<file path="src/rtl/boot_pkg.sv">
`default_nettype none
// ============================================================================
// Module      : boot_pkg
// Description : Shared constants and UART receiver state encoding for the
//               boot loader. The PARITY state exists only when
//               BOOT_UART_PARITY_EN is defined.
// Revision    : 1.0 - initial release
// ============================================================================
package boot_pkg;

  // Instruction word width used by the instruction memory boot port
  localparam int CFG_INST_DATA_WIDTH = 32;

  // Bytes packed into one instruction word (little-endian)
  localparam int BYTES_PER_WORD = 4;

  // Parity polarity: 0 = even parity (total ones incl. parity bit is even)
  localparam logic PARITY_ODD = 1'b0;

  // UART receiver states
  typedef enum logic [2:0] {
    ST_IDLE   = 3'd0,
    ST_START  = 3'd1,
    ST_DATA   = 3'd2,
    ST_STOP   = 3'd3
`ifdef BOOT_UART_PARITY_EN
    ,
    ST_PARITY = 3'd4
`endif
  } uart_state_e;

endpackage
`default_nettype wire

</file>
<file path="src/rtl/uart_rx.sv">
`default_nettype none
// ============================================================================
// Module      : uart_rx
// Description : UART byte receiver: 2-flop synchronizer, falling-edge start
//               detect, mid-bit sampling, LSB-first data, stop check.
//               Optional even-parity bit when BOOT_UART_PARITY_EN is defined.
// Revision    : 1.0 - initial release
// ============================================================================
module uart_rx
  import boot_pkg::*;
#(
  parameter int CLKS_PER_BIT = 868
) (
  input  logic       clk,
  input  logic       reset_n,
  input  logic       rx_in,
  output logic [7:0] byte_data,
  output logic       byte_valid,
  output logic       frame_err
`ifdef BOOT_UART_PARITY_EN
  ,
  output logic       parity_err
`endif
);

  localparam int CNT_W = $clog2(CLKS_PER_BIT);
  localparam logic [CNT_W-1:0] BIT_LAST  = CNT_W'(CLKS_PER_BIT - 1);
  localparam logic [CNT_W-1:0] HALF_LAST = CNT_W'(CLKS_PER_BIT / 2 - 1);

  uart_state_e      state_q, state_d;
  logic             rx_meta_q, rx_sync_q, rx_prev_q;
  logic [CNT_W-1:0] cnt_q, cnt_d;
  logic [2:0]       bit_q, bit_d;
  logic [7:0]       shift_q, shift_d;
  logic             byte_valid_q, byte_valid_d;
  logic             frame_err_q, frame_err_d;
`ifdef BOOT_UART_PARITY_EN
  logic             par_bit_q, par_bit_d;
  logic             parity_err_q, parity_err_d;
`endif

  // Synchronizer, FSM state and datapath registers
  always_ff @(posedge clk or negedge reset_n) begin
    if (!reset_n) begin
      rx_meta_q    <= 1'b1;
      rx_sync_q    <= 1'b1;
      rx_prev_q    <= 1'b1;
      state_q      <= ST_IDLE;
      cnt_q        <= '0;
      bit_q        <= '0;
      shift_q      <= '0;
      byte_valid_q <= 1'b0;
      frame_err_q  <= 1'b0;
`ifdef BOOT_UART_PARITY_EN
      par_bit_q    <= 1'b0;
      parity_err_q <= 1'b0;
`endif
    end else begin
      rx_meta_q    <= rx_in;
      rx_sync_q    <= rx_meta_q;
      rx_prev_q    <= rx_sync_q;
      state_q      <= state_d;
      cnt_q        <= cnt_d;
      bit_q        <= bit_d;
      shift_q      <= shift_d;
      byte_valid_q <= byte_valid_d;
      frame_err_q  <= frame_err_d;
`ifdef BOOT_UART_PARITY_EN
      par_bit_q    <= par_bit_d;
      parity_err_q <= parity_err_d;
`endif
    end
  end

  // Next-state logic: bit timing, sampling and end-of-frame strobes
  always_comb begin
    state_d      = state_q;
    cnt_d        = cnt_q;
    bit_d        = bit_q;
    shift_d      = shift_q;
    byte_valid_d = 1'b0;
    frame_err_d  = 1'b0;
`ifdef BOOT_UART_PARITY_EN
    par_bit_d    = par_bit_q;
    parity_err_d = 1'b0;
`endif
    unique case (state_q)
      ST_IDLE: begin
        if (rx_prev_q && !rx_sync_q) begin
          state_d = ST_START;
          cnt_d   = '0;
        end
      end
      ST_START: begin
        if (cnt_q == HALF_LAST) begin
          cnt_d   = '0;
          bit_d   = '0;
          // A line back high at mid start bit is a glitch, not a frame
          state_d = rx_sync_q ? ST_IDLE : ST_DATA;
        end else begin
          cnt_d = cnt_q + CNT_W'(1);
        end
      end
      ST_DATA: begin
        if (cnt_q == BIT_LAST) begin
          cnt_d   = '0;
          shift_d = {rx_sync_q, shift_q[7:1]};
          if (bit_q == 3'd7) begin
`ifdef BOOT_UART_PARITY_EN
            state_d = ST_PARITY;
`else
            state_d = ST_STOP;
`endif
          end else begin
            bit_d = bit_q + 3'd1;
          end
        end else begin
          cnt_d = cnt_q + CNT_W'(1);
        end
      end
`ifdef BOOT_UART_PARITY_EN
      ST_PARITY: begin
        if (cnt_q == BIT_LAST) begin
          cnt_d     = '0;
          par_bit_d = rx_sync_q;
          state_d   = ST_STOP;
        end else begin
          cnt_d = cnt_q + CNT_W'(1);
        end
      end
`endif
      ST_STOP: begin
        if (cnt_q == BIT_LAST) begin
          cnt_d   = '0;
          state_d = ST_IDLE;
          if (!rx_sync_q) begin
            frame_err_d = 1'b1;
`ifdef BOOT_UART_PARITY_EN
          end else if (par_bit_q != ((^shift_q) ^ PARITY_ODD)) begin
            parity_err_d = 1'b1;
`endif
          end else begin
            byte_valid_d = 1'b1;
          end
        end else begin
          cnt_d = cnt_q + CNT_W'(1);
        end
      end
      default: state_d = ST_IDLE;
    endcase
  end

  assign byte_data  = shift_q;
  assign byte_valid = byte_valid_q;
  assign frame_err  = frame_err_q;
`ifdef BOOT_UART_PARITY_EN
  assign parity_err = parity_err_q;
`endif

endmodule
`default_nettype wire

</file>
<file path="src/rtl/boot_loader.sv">
`default_nettype none
// ============================================================================
// Module      : boot_loader
// Description : Receives a program image over UART and packs bytes
//               little-endian into 32-bit words for the instruction memory
//               boot port. Handles word counting, overflow, inter-byte
//               timeout and sticky error flags.
//               Optional macro: BOOT_UART_PARITY_EN (even parity + port).
// Revision    : 1.0 - initial release
// ============================================================================
module boot_loader
  import boot_pkg::*;
#(
  parameter int INST_DATA_WIDTH   = CFG_INST_DATA_WIDTH,
  parameter int INST_CMD_COUNT    = 100,
  parameter int CLKS_PER_BIT      = 868,
  parameter int BYTE_TIMEOUT_CLKS = 100000
) (
  input  logic                               clk,
  input  logic                               reset_n,
  input  logic                               boost_en,
  input  logic                               uart_rx,
  output logic [INST_DATA_WIDTH-1:0]         rx_boost_inst_data_in,
  output logic                               rx_boost_inst_wr_req,
  output logic [$clog2(INST_CMD_COUNT+1)-1:0] boot_word_count,
  output logic                               boot_overflow,
  output logic                               boot_frame_err
`ifdef BOOT_UART_PARITY_EN
  ,
  output logic                               boot_parity_err
`endif
);

  localparam int CW = $clog2(INST_CMD_COUNT + 1);
  localparam int TW = $clog2(BYTE_TIMEOUT_CLKS);
  localparam logic [CW-1:0] CNT_MAX  = CW'(INST_CMD_COUNT);
  localparam logic [TW-1:0] TMO_LAST = TW'(BYTE_TIMEOUT_CLKS - 1);
  localparam logic [1:0]    IDX_LAST = 2'(BYTES_PER_WORD - 1);

  logic [7:0] byte_data;
  logic       byte_valid;
  logic       frame_err;
`ifdef BOOT_UART_PARITY_EN
  logic       parity_err;
`endif

  uart_rx #(
    .CLKS_PER_BIT (CLKS_PER_BIT)
  ) u_uart_rx (
    .clk        (clk),
    .reset_n    (reset_n),
    .rx_in      (uart_rx),
    .byte_data  (byte_data),
    .byte_valid (byte_valid),
    .frame_err  (frame_err)
`ifdef BOOT_UART_PARITY_EN
    ,
    .parity_err (parity_err)
`endif
  );

  logic                       boost_q;
  logic [1:0]                 idx_q, idx_d;
  logic [INST_DATA_WIDTH-1:0] part_q, part_d;
  logic [INST_DATA_WIDTH-1:0] data_q, data_d;
  logic                       wr_q, wr_d;
  logic [CW-1:0]              count_q, count_d;
  logic                       ovf_q, ovf_d;
  logic                       ferr_q, ferr_d;
  logic [TW-1:0]              tmo_q, tmo_d;
`ifdef BOOT_UART_PARITY_EN
  logic                       perr_q, perr_d;
`endif
  logic                       boost_rise;

  assign boost_rise = boost_en && !boost_q;

  // Packer, counter, timeout and sticky flag registers
  always_ff @(posedge clk or negedge reset_n) begin
    if (!reset_n) begin
      boost_q <= 1'b0;
      idx_q   <= '0;
      part_q  <= '0;
      data_q  <= '0;
      wr_q    <= 1'b0;
      count_q <= '0;
      ovf_q   <= 1'b0;
      ferr_q  <= 1'b0;
      tmo_q   <= '0;
`ifdef BOOT_UART_PARITY_EN
      perr_q  <= 1'b0;
`endif
    end else begin
      boost_q <= boost_en;
      idx_q   <= idx_d;
      part_q  <= part_d;
      data_q  <= data_d;
      wr_q    <= wr_d;
      count_q <= count_d;
      ovf_q   <= ovf_d;
      ferr_q  <= ferr_d;
      tmo_q   <= tmo_d;
`ifdef BOOT_UART_PARITY_EN
      perr_q  <= perr_d;
`endif
    end
  end

  // Session clear, byte packing, word write/overflow and partial-word timeout
  always_comb begin
    idx_d   = idx_q;
    part_d  = part_q;
    data_d  = data_q;
    wr_d    = 1'b0;
    count_d = count_q;
    ovf_d   = ovf_q;
    ferr_d  = ferr_q;
    tmo_d   = tmo_q;
`ifdef BOOT_UART_PARITY_EN
    perr_d  = perr_q;
`endif
    if (boost_rise) begin
      // New session: the clear wins over a coincident byte
      idx_d   = '0;
      part_d  = '0;
      count_d = '0;
      ovf_d   = 1'b0;
      ferr_d  = 1'b0;
      tmo_d   = '0;
`ifdef BOOT_UART_PARITY_EN
      perr_d  = 1'b0;
`endif
    end else begin
      if (frame_err) ferr_d = 1'b1;
`ifdef BOOT_UART_PARITY_EN
      if (parity_err) perr_d = 1'b1;
`endif
      if (!boost_en) begin
        // Outside boot mode any partial word is abandoned; count is held
        idx_d  = '0;
        part_d = '0;
        tmo_d  = '0;
      end else if (byte_valid) begin
        tmo_d = '0;
        if (idx_q == IDX_LAST) begin
          if (count_q < CNT_MAX) begin
            data_d  = {byte_data, part_q[23:0]};
            wr_d    = 1'b1;
            count_d = count_q + CW'(1);
          end else begin
            ovf_d = 1'b1;
          end
          idx_d  = '0;
          part_d = '0;
        end else begin
          part_d[{idx_q, 3'b000} +: 8] = byte_data;
          idx_d = idx_q + 2'd1;
        end
      end else if (idx_q != 2'd0) begin
        if (tmo_q == TMO_LAST) begin
          idx_d  = '0;
          part_d = '0;
          tmo_d  = '0;
        end else begin
          tmo_d = tmo_q + TW'(1);
        end
      end
    end
  end

  assign rx_boost_inst_data_in = data_q;
  assign rx_boost_inst_wr_req  = wr_q;
  assign boot_word_count       = count_q;
  assign boot_overflow         = ovf_q;
  assign boot_frame_err        = ferr_q;
`ifdef BOOT_UART_PARITY_EN
  assign boot_parity_err       = perr_q;
`endif

endmodule
`default_nettype wire

</file>
<file path="config.mk">
export PLATFORM = sky130hd
export DESIGN_NAME = boot_loader
export DESIGN_NICKNAME = d
export VERILOG_FILES = /design/src/rtl/boot_pkg.sv /design/src/rtl/uart_rx.sv /design/src/rtl/boot_loader.sv
export SDC_FILE = /design/constraint.sdc
export NUM_CORES = 1
export LEC_CHECK = 0
export CAP_MARGIN = 20
export CORE_MARGIN = 2
export CORE_UTILIZATION = 30
export CTS_CLUSTER_DIAMETER = 60
export CTS_CLUSTER_SIZE = 14
export DETAILED_ROUTE_END_ITERATION = 7
export GPL_TIMING_DRIVEN = 0
export PLACE_DENSITY = 0.57
export REMOVE_ABC_BUFFERS = 1
export SLEW_MARGIN = 0
export SYNTH_ARGS = -nofsm -noshare
export SYNTH_HDL_FRONTEND = slang
export SYNTH_SLANG_ARGS = --single-unit
</file>
<file path="constraint.sdc">
create_clock -name clk -period 6.9 [get_ports clk]
set_input_delay 1.725 -clock clk [delete_from_list [all_inputs] [get_ports clk]]
set_output_delay 1.725 -clock clk [all_outputs]
set_load 0.02 [all_outputs]
</file>
Yosys cells after proc, flatten, opt, wreduce, memory -nomap -nowiden
Cells that the tools add are included.

$lt $le $gt $ge: 1. $mul: 0. Equality and inequality tests: 17. $add $sub $neg: 6. Reductions and logical operators: 22. Multiplexer cells: 56. Bitwise gates (word level): 1. Div/mod/pow operators: 0. Shifts and indexed selects: 2.

Operators with widths (count): $mux W32 (6); $mux W17 (5); $mux W7 (5); $bwmux W32 (1); $shift A8 B7 Y32 const A (1); $shiftx A8 B7 Y32 (1); $mux W10 (3); $pmux W10 S3 (1); $mux W3 (8); $mux W1 (18); $add A17 B1 Y17 const B (1); $eq A17 B17 Y1 const B (1); $mux W2 (7); $reduce_bool A2 Y1 (7); $pmux W3 S4 (1); $reduce_and A4 Y1 (3); $add A10 B1 Y10 const B (1); $eq A10 B10 Y1 const B (1); $eq A10 B9 Y1 const B (1); $ne A2 B1 Y1 const B (5); $reduce_and A5 Y1 (2); $ne A4 B1 Y1 const B (2); $add A7 B1 Y7 const B (1); $lt A7 B7 Y1 const B (1); 16 further kinds (22).

Logic and storage cells: 123. Register bits: 123. Input bits: 4. Memories: 0. Memory bits (writable): 0. ROM bits: 0. Bits in latches: 0.

Depth between registers and ports, before layout
Gate-level depths: netlist of run 1.

Word-level depth: 7. Mapped depth: 8. Depth with buffers taken out: 6.

Modules after synthesis
From an unflattened synthesis of run 1, not the netlist that was laid out.

Cell total of the unflattened synthesis: 467. Area, all modules: 5281.3 µm².

Modules (own cells, without submodules): boot_loader (times used 1, cells each 343, area an instance 3870.0 µm²); uart_rx (times used 1, cells each 124, area an instance 1411.4 µm²).

Worst setup path after synthesis of run 1
No wires, ideal clock.

Kind: in2reg. Start: input boost_en. End: register part_q[10]. Arrival: 3.184 ns. Setup slack: 3.650 ns. Setup time: 0.066 ns. Path buffers: 2. Data required time: 6.834 ns. Stages: 6. Cell sequence: clkbuf_1 and2_1 clkbuf_1 nand4_1 nor3_1 a22o_1.

Longest elaborated chain between the ends: 3.

Ends and longest elaborated chain: from (decl) (RTL line boot_loader.sv:21) `input logic boost_en,`; $logic_and A1 B1 Y1 (RTL line boot_loader.sv:76) `assign boost_rise = boost_en && !boost_q;`; $ne A4 B1 Y1 (no source line); $reduce_and A2 Y1 (no source line); to (signal assigned) (RTL line boot_loader.sv:96) `part_q <= part_d;`; to (decl) (RTL line boot_loader.sv:64) `logic [INST_DATA_WIDTH-1:0] part_q, part_d;`.

Several ways; a longest one is shown, not always the timed one. A chain may end at the register's enable or synchronous reset.

Worst setup path after layout of run 1
Start: input boost_en. End: register data_q[29], in the netlist rx_boost_inst_data_in[29].

Longest elaborated chain between the ends: 3.

Ends and longest elaborated chain: $logic_and A1 B1 Y1 (RTL line boot_loader.sv:76); $not A1 Y1 (no source line); $reduce_and A5 Y1 (no source line) (*); to (signal assigned) (RTL line boot_loader.sv:97) `data_q <= data_d;`; to (decl) (RTL line boot_loader.sv:65) `logic [INST_DATA_WIDTH-1:0] data_q, data_d;`.

Every way passes the cells marked *; elsewhere a longest branch is shown, timed or not.

==> results of run 1 <==
## power by group through the flow
stage / sequential (mW) / combinational [mW] / clock [mW]
after CTS: 0.707 / 0.101 / 0.917
after global routing: 0.710 / 0.114 / 0.945
final: 0.707 / 0.0976 / 0.900
after floorplan: 0.714 / 0.0606 / 0
after detailed placement: 0.719 / 0.101 / 0
after global placement: 0.718 / 0.0934 / 0
## state kept, by name (all words and copies together) (netlist names)
| name | count |
|---|---|
| u_uart_rx.frame_err | 1 |
| boot_frame_err | 1 |
| u_uart_rx.byte_valid | 1 |
| boot_word_count | 7 |
| rx_boost_inst_wr_req | 1 |
| u_uart_rx.rx_prev_q | 1 |
| u_uart_rx.state_q | 2 |
| u_uart_rx.rx_sync_q | 1 |
| boot_overflow | 1 |
| boost_q | 1 |
| u_uart_rx.cnt_q | 10 |
| u_uart_rx.byte_data | 8 |
| u_uart_rx.rx_meta_q | 1 |
| rx_boost_inst_data_in | 32 |
| tmo_q | 17 |
| part_q | 24 |
| u_uart_rx.bit_q | 3 |
| idx_q | 2 |
## cell families after synthesis
logic type / Yosys count / share of synthesized area, %
multiplexers: 44 / 9.58
XOR/XNOR: 15 / 2.56
AND/OR/NAND/NOR: 150 / 16.3
AO/OA/AOI/OAI: 77 / 11.1
adder cells (fa/ha/maj): 11 / 2.68
buffers and inverters: 28 / 2.14
flip-flops: 114 / 55.6
## critical path, stage by stage
cell,delay (ps)
clkdlybuf4s50_1,670
nand3_1,260
nor2_1,360
nand2_1,590
buf_16,380
mux2_2,280
## how the worst min path moves through the flow
stage	to	slack, ps	cells after the start	start
floorplan	u_uart_rx.rx_sync_q$_DFF_PN1_	350	0	u_uart_rx.rx_meta_q$_DFF_PN1_
global placement	u_uart_rx.rx_sync_q$_DFF_PN1_	350	0	u_uart_rx.rx_meta_q$_DFF_PN1_
detailed placement	u_uart_rx.rx_sync_q$_DFF_PN1_	360	0	u_uart_rx.rx_meta_q$_DFF_PN1_
CTS	u_uart_rx.rx_sync_q$_DFF_PN1_	370	0	u_uart_rx.rx_meta_q$_DFF_PN1_
global route	u_uart_rx.rx_sync_q$_DFF_PN1_	370	0	u_uart_rx.rx_meta_q$_DFF_PN1_
finish	u_uart_rx.rx_sync_q$_DFF_PN1_	360	0	u_uart_rx.rx_meta_q$_DFF_PN1_
## synthesized netlist by cell type (2+ instances only)
master,instances
o31ai_1,3
nand4_1,9
clkbuf_1,10
buf_2,4
a21oi_1,10
a21o_1,2
nor2b_1,5
xor2_1,8
nand3_1,26
and3_1,4
or2_2,4
ha_1,11
and4_1,4
inv_1,11
mux2i_1,3
nand2b_1,5
a22o_1,17
nand2_1,36
or4_1,2
dfrtp_1,111
o21ai_0,18
nor2_1,21
and4b_1,2
o2bb2ai_1,2
nor4_1,3
dfstp_2,3
o211ai_1,6
buf_1,3
nor3_1,7
a211o_1,5
xnor2_1,7
or3_1,7
mux2_2,41
## layout make-up
cell class | instances | area, sq um
inverters | 11 | 41.3
flip-flops and latches | 114 | 2860
clock inverters | 8 | 126
clock buffers | 24 | 482
well taps | 220 | 275
fillers | 1594 | 10200
multi-input cells | 297 | 2170
repair buffers | 49 | 531
## metal layers
layer	global-route usage [%]	part of all wire, %	vias up
met5	0	0	-
met4	6.20	2.0	0
met3	3.38	3.1	16
met2	20.1	48	56
met1	16.8	47	1823
li1	-	-	1713
## metrics by stage
step	cell area [sq um]	setup WS, ps
floorplan	5070	3590
global placement	5790	-215
detailed placement	5860	2410
CTS	6470	2850
global route	6480	2740
finish	6480	2910
==> results by group, run 1 <==
Status
  – Status: complete, no violations

Power
  – PwrDens: approximately 260 nW/um^2
  – Net Sw Power: roughly 0.4 mW
  – Logic gate share of total power: roughly 5.7%
  – Pleak: 2.81 nW
  – Clock power share: a little over half
  – Worst vdd ir: 0.132 mV
  – Int Power: approximately 1.3 mW
  – Switching share of power: approximately 23%
  – Power Total: ~1.7 mW
  – Seq pwr share: between 40% and 50%

Final layout
  – Most common cell after layout, fill and taps aside: dfrtp_1
  – Antenna Cells: 0
  – Non-filler cells, final: 723
  – Layout cells sized above 1: 17.7%
  – Fin util: approximately two fifths
  – Final net count: 505
  – Most frequent cells in the layout: dfrtp_1 (111), clkdlybuf4s50_1 (44), mux2_2 (41), nand2_1 (36), nand3_1 (26)
  – P&R area growth vs syn: 26.2%

Logic synthesis
  – Synthesized cell area: 5130 sq um
  – Synth cell types: 62
  – Top post-synthesis cells by area: dfrtp_1 (54%), mux2_2 (9.0%), a22o_1 (2.9%)
  – Avg Cell Area, Syn: 11.7 sq um
  – Leading register cell type out of synthesis: dfrtp_1
  – Post-synth top area share: between 50% and 60%
  – #FFs+latches synth: approximately 110
  – Sequential area share after synthesis: between 50% and 60%
  – Yosys warns: 0
  – Ys async rst share: 100%
  – Synth Instances: between 400 and 500
  – EDFF count, synth: 0
  – Cell taking the most area after synthesis: dfrtp_1

Critical path
  – Register-to-register setup slack: roughly 4200 ps
  – Worst setup path end: rx_boost_inst_data_in[29]$_DFFE_PN0P_
  – Crit start category: input port
  – CP Data Required Time: 7200 ps
  – FF-to-FF Start: idx_q[0]$_DFFE_PN0P_
  – Crit end category: flop
  – Crit path kind: input port to flop
  – Worst r2r dst: rx_boost_inst_data_in[29]$_DFFE_PN0P_
  – Reg2Reg Depth: 6
  – Crit Path Max Fanout: 18
  – Worst setup path startpoint: boost_en
  – Critical path arrival: about 4300 ps

Drt
  – DR vias: between 3000 and 4000
  – ANT nets after route: 0
  – DRC Markers: 0
  – Avg WL per Cell: roughly 15 um
  – Vias per cell: 4.99
  – First-pass iteration count of the detailed router: 4
  – Drt total wl: 10900 um
  – DR iter-0 viols: roughly 140

Global routing
  – Initial antenna violation count: 0
  – Number of global-route vias before repair: 3640
  – Pin count of the biggest net entering global routing: 72
  – Global-route wire length before repair: between 15000 and 20000 um
  – All-Layer GR Usage: between 10% and 20%
  – Grt ovf: 0

Floorplanning
  – Area of the die: 18200 sq um
  – Initial core utilization: a little over 30%
  – Die Y-Extent: between 100 and 150 um
  – DIE WIDTH: around 130 um
  – IO Count: 46
  – FP Rows: 47
  – Core area: about 17000 sq um

Worst hold path
  – Worst min-delay path category: flop to flop

Timing
  – RSZ-0062 raised after global routing: no
  – Slew headroom: between 30% and 40%
  – Hold Vio Cnt, Final: 0
  – Final Max Tran Viols: 0
  – Setup_tns: 0 ps
  – Post-route clock period utilization: between 50% and 60%
  – Crit path time final: 3990 ps
  – Endpoints failing setup: 0
  – Max Clk Rate: between 200 and 300 MHz
  – Slew at the pin closest to its max-slew limit: approximately 1000 ps
  – Worst Hold Margin: approximately 360 ps
  – Layout Skew: around 7.7 ps

CTS
  – Max Root-Sink Buffers: 2
  – Clock transition at path regs: 50 ps
  – CTS Buf Count: 17
  – Post-cts repair resize count: 0
  – CTS tree: built
  – CTS root buf: clkbuf_16
  – Hold Buf Count CTS: 0
  – CTS sink count: between 100 and 150
  – # Post-CTS Setup Buffers: 0
  – H-tree depth: 4
  – Clock Latency Late Sink: 420 ps

Placed design
  – Final Wtd Congestion: 0.813
  – PortBufs: 45
  – Inst Count DP: 690
  – DP HPWL: 7460 um

Job
  – Maxcap violations: 0
No activity file was read; power rests on OpenSTA's default activity.
==> run 2, diff against run 1 <==
- PLACE_DENSITY: 0.57 -> 0.59
- clock period: 6.9 -> 3.5 ns (I/O delays scaled with it)
==> results by group, run 2 (synthesis gave the netlist of run 1 again) <==
Status
  – Status: complete, no violations

Final layout
  – Fin util: about 39%
  – Most frequent cells in the layout: dfrtp_1 (111), clkdlybuf4s50_1 (44), mux2_2 (41), nand2_1 (36), nand3_1 (26)
  – Fillers: ~1600
  – Final net count: ~500
  – Layout cells sized above 1: a little under a fifth
  – Max FFs per register: 32
  – P&R area growth vs syn: 25.6%
  – Most common cell after layout, fill and taps aside: dfrtp_1
  – Non-filler cells, final: approximately 720
  – Antenna Cells: 0

CTS
  – CTS root buf: clkbuf_16
  – Clock transition at path regs: about 50 ps
  – Post-cts repair resize count: 0
  – CTS sink count: approximately 110
  – # Post-CTS Setup Buffers: 0
  – CTS tree: built
  – CTS Buf Count: 17
  – H-tree depth: 4
  – Hold Buf Count CTS: 0
  – Clock Latency Late Sink: between 400 and 500 ps
  – Max Root-Sink Buffers: 2

Drt
  – First-pass iteration count of the detailed router: 4
  – Drt total wl: 11000 um
  – DR vias: 3608
  – ANT nets after route: 0
  – DRC Markers: 0
  – DR iter-0 viols: between 200 and 250
  – Vias per cell: 5.00
  – Avg WL per Cell: between 15 and 20 um

Global routing
  – All-Layer GR Usage: between 10% and 20%
  – Global-route track usage on met2: 21.0%
  – Met1 Use GR: around 17%
  – Met3 Use GR: between 3 and 4%
  – Grt ovf: 0
  – GR peak layer: met2
  – Pin count of the biggest net entering global routing: between 70 and 80
  – Global-route wire length before repair: around 19000 um
  – Number of global-route vias before repair: approximately 3800
  – Initial antenna violation count: 0

Timing
  – Slew at the pin closest to its max-slew limit: roughly 1100 ps
  – RSZ-0062 raised after global routing: no
  – Slew headroom: 25.0%
  – Post-route clock period utilization: between 90% and 100%
  – Crit path time final: ~3200 ps
  – Hold Vio Cnt, Final: 0
  – Final Max Tran Viols: 0
  – Max Clk Rate: between 300 and 400 MHz
  – Layout Skew: roughly 8 ps
  – Endpoints failing setup: 0
  – Setup_tns: 0 ps

Job
  – Maxcap violations: 0

Power
  – Pleak: about 2.8 nW
  – Worst vdd ir: approximately 0.36 mV
  – Power Total: approximately 3.4 mW
  – PwrDens: about 520 nW/um^2

Floorplanning
  – Die Y-Extent: 135 um
  – Area of the die: approximately 18000 sq um
  – FP Rows: 47
  – IO Count: 46
  – Core area: around 17000 sq um
  – DIE WIDTH: between 100 and 150 um
  – Initial core utilization: a little under a third

Placed design
  – Inst Count DP: around 690
  – DP HPWL: 7400 um
  – PortBufs: 45
  – Final Wtd Congestion: 0.791

Critical path
  – CP Data Required Time: around 3800 ps
  – Crit end category: flop
  – Crit start category: input port
  – Critical path arrival: about 3500 ps
  – Crit Path Max Fanout: 17
  – Crit path kind: input port to flop

Worst hold path
  – Worst min-delay path category: flop to flop
## run 2: changes by cell type in the layout (fill, tap and decap cells not counted), sizes merged
cell / previous run / this run
inv: 11 / 12
clkbuf: 25 / 19
clkinv: 2 / 6
## run 2: final timing paths
path / from / end / slack (ps) / cells past startpoint
worst max register to register: idx_q[0]$_DFFE_PN0P_ / rx_boost_inst_data_in[10]$_DFFE_PN0P_ / 750 / 6
worst min-delay path: u_uart_rx.rx_meta_q$_DFF_PN1_ / u_uart_rx.rx_sync_q$_DFF_PN1_ / 360 / 0
max in group asynchronous: reset_n / u_uart_rx.rx_sync_q$_DFF_PN1_ / 2290 / 2
worst max-delay path: boost_en / rx_boost_inst_data_in[10]$_DFFE_PN0P_ / 290 / 6
worst min register to register: u_uart_rx.rx_meta_q$_DFF_PN1_ / u_uart_rx.rx_sync_q$_DFF_PN1_ / 360 / 0
min in group asynchronous: reset_n / rx_boost_inst_data_in[26]$_DFFE_PN0P_ / 450 / 1
## run 2: worst max-delay path, stage by stage
cell and delay (ps):
clkdlybuf4s50_1 670, nand3_1 270, nor2_1 400, nand2_1 610, buf_8 380, mux2_2 280
## run 2: area by class of cell
cell class,count,area [sq um],area share (%)
tap,220,275,4.27
timing repair buffer,48,495,7.68
clock buffer,19,453,7.02
multi-input combinational,297,2170,33.6
sequential,114,2860,44.3
inverter,11,41.3,0.640
clock inverter,13,159,2.46
## run 2: metrics by stage
stage	area, sq um	hold WS, ps	setup slack, ps
2_1_floorplan	5070	345	1040
3_3_place_gp	5790	347	-2740
3_5_place_dp	5830	349	-142
4_1_cts	6440	357	302
5_1_grt	6450	359	144
6_report	6450	356	290
## run 2: routing by layer
| layer | part of all wire, % | vias up |
|---|---|---|
| li1 | - | 1709 |
| met1 | 46 | 1816 |
| met2 | 49 | 74 |
| met3 | 3.9 | 9 |
| met4 | 1.1 | 0 |
| met5 | 0 | - |
## run 2: where the power goes
| group | internal, mW | switching, mW | leakage [nW] |
|---|---|---|---|
| Combinational | 0.0656 | 0.130 | 0.936 |
| Sequential | 1.35 | 0.0462 | 1.57 |
| Clock | 1.15 | 0.614 | 0.295 |
| Total | 2.57 | 0.790 | 2.80 |
==> run 3, diff against run 2 <==
- clock period: 3.5 -> 2.9 ns (I/O delays scaled with it)
==> results by group, run 3 (synthesis gave the netlist of run 1 again) <==
Worst hold path
  – Worst min-delay path category: input port to async pin

Final layout
  – Most frequent cells in the layout: dfrtp_1 (111), clkdlybuf4s50_1 (44), mux2_2 (41), nand2_1 (35), nand3_1 (26)
  – Fin util: 38.9%
  – Antenna Cells: 0
  – Final Cell Area: ~6500 sq um
  – P&R area growth vs syn: 25.9%
  – Final net count: slightly above 500
  – Max FFs per register: 32
  – Most common cell after layout, fill and taps aside: dfrtp_1
  – Layout cells sized above 1: between 10% and 20%

Critical path
  – CP Data Required Time: between 3000 and 4000 ps
  – Crit Path Max Fanout: 17
  – Crit end category: flop
  – Critical path arrival: slightly below 3000 ps
  – Crit path kind: input port to flop
  – Crit start category: input port

Power
  – Clock power share: roughly 53%
  – Pleak: 2.81 nW
  – Int Power: 3.10 mW
  – Seq pwr share: 41.6%
  – Switching share of power: 23.5%
  – Worst vdd ir: ~0.43 mV
  – Net Sw Power: 0.953 mW
  – Logic gate share of total power: 5.8%
  – PwrDens: about 630 nW/um^2

Drt
  – DRC Markers: 0
  – Drt total wl: between 10000 and 15000 um
  – ANT nets after route: 0
  – First-pass iteration count of the detailed router: 5
  – Vias per cell: around 5.0
  – DR vias: 3606
  – DR iter-0 viols: about 190
  – Avg WL per Cell: roughly 15 um

Floorplanning
  – DIE WIDTH: about 130 um
  – Area of the die: 18200 sq um
  – FP Rows: between 40 and 50
  – Die Y-Extent: 135 um
  – Core area: approximately 17000 sq um
  – Initial core utilization: between 30% and 40%
  – IO Count: 46

Timing
  – RSZ-0062 raised after global routing: no
  – Max Clk Rate: roughly 380 MHz
  – Endpoints failing setup: 0
  – Layout Skew: between 8 and 9 ps
  – Hold Vio Cnt, Final: 0
  – Post-route clock period utilization: 91.3%
  – Crit path time final: around 2600 ps
  – Final Max Tran Viols: 0
  – Slew at the pin closest to its max-slew limit: between 700 and 800 ps
  – Slew headroom: between 50% and 60%

Global routing
  – Grt ovf: 0
  – Global-route wire length before repair: 18900 um
  – Number of global-route vias before repair: 3757
  – All-Layer GR Usage: approximately 13%
  – Initial antenna violation count: 0
  – Pin count of the biggest net entering global routing: 74

CTS
  – Clock transition at path regs: around 60 ps
  – Max Root-Sink Buffers: 2
  – H-tree depth: 4
  – CTS tree: built
  – Clock Latency Late Sink: just over 400 ps
  – CTS Buf Count: 17
  – CTS sink count: ~110
  – CTS root buf: clkbuf_16

Placed design
  – Area after DPL: around 6000 sq um
  – PortBufs: 45
  – DP HPWL: around 7400 um
  – Final Wtd Congestion: approximately 0.79

Status
  – Status: complete, no violations

Job
  – Maxcap violations: 0
## run 3: power by group through the flow
| stage | registers [mW] | clock network (mW) | logic, mW |
|---|---|---|---|
| 2_1_floorplan | 1.70 | 0 | 0.144 |
| 3_3_place_gp | 1.71 | 0 | 0.222 |
| 3_5_place_dp | 1.71 | 0 | 0.236 |
| 4_1_cts | 1.68 | 2.17 | 0.236 |
| 5_1_grt | 1.69 | 2.24 | 0.268 |
| 6_report | 1.68 | 2.13 | 0.236 |
## run 3: area by class of cell
| type | instances | area, sq um |
|---|---|---|
| clock buffer | 19 | 453 |
| clock inverter | 13 | 159 |
| fill | 1568 | 10200 |
| inverter | 11 | 41.3 |
| multi-input combinational | 297 | 2190 |
| sequential | 114 | 2860 |
| tap | 220 | 275 |
| timing repair buffer | 48 | 495 |
## run 3: final timing paths
kind / start / end / slack (ps) / cells after the start
max: boost_en / rx_boost_inst_data_in[10]$_DFFE_PN0P_ / 250 / 6
min: reset_n / rx_boost_inst_data_in[26]$_DFFE_PN0P_ / 300 / 1
max reg2reg: u_uart_rx.cnt_q[1]$_DFFE_PN0P_ / u_uart_rx.cnt_q[9]$_DFFE_PN0P_ / 360 / 6
min reg2reg: u_uart_rx.rx_meta_q$_DFF_PN1_ / u_uart_rx.rx_sync_q$_DFF_PN1_ / 360 / 0
max in group asynchronous: reset_n / u_uart_rx.rx_sync_q$_DFF_PN1_ / 1840 / 2
min in group clk: u_uart_rx.rx_meta_q$_DFF_PN1_ / u_uart_rx.rx_sync_q$_DFF_PN1_ / 360 / 0
## run 3: repair_timing
item                                    in CTS  in global routing
buffers inserted                             0                  0
gates resized for setup                      1                  3
endpoints found under the hold margin        0                  0
hold buffers                                 0                  0
endpoints found under the setup margin      16                 22
## run 3: layer usage
layer  global-route usage, %  vias to the layer above  share of wire [%]
met5                       0                        -                  0
met4                    4.97                        0                1.1
met3                    3.12                       10                3.4
met2                    21.0                       63                 49
met1                    16.9                     1825                 47
li1                        -                     1708                  -
## run 3: critical path, stage by stage
cell             delay [ps]
clkdlybuf4s50_1         680
nand3_1                 270
nor2_1                  460
nand2_4                 270
buf_8                   240
mux2_2                  280
## run 3: through the flow
stage | std cells | setup TNS [ps] | hold WS, ps | setup WS [ps] | total power [mW]
floorplan | 422 | 0 | 345 | 533 | 1.84
global placement | 687 | -387230 | 347 | -3190 | 1.93
detailed placement | 689 | -19590 | 349 | -592 | 1.94
CTS | 721 | 0 | 326 | 125 | 4.09
global route | 722 | 0 | 344 | 121 | 4.20
finish | 722 | 0 | 302 | 251 | 4.05
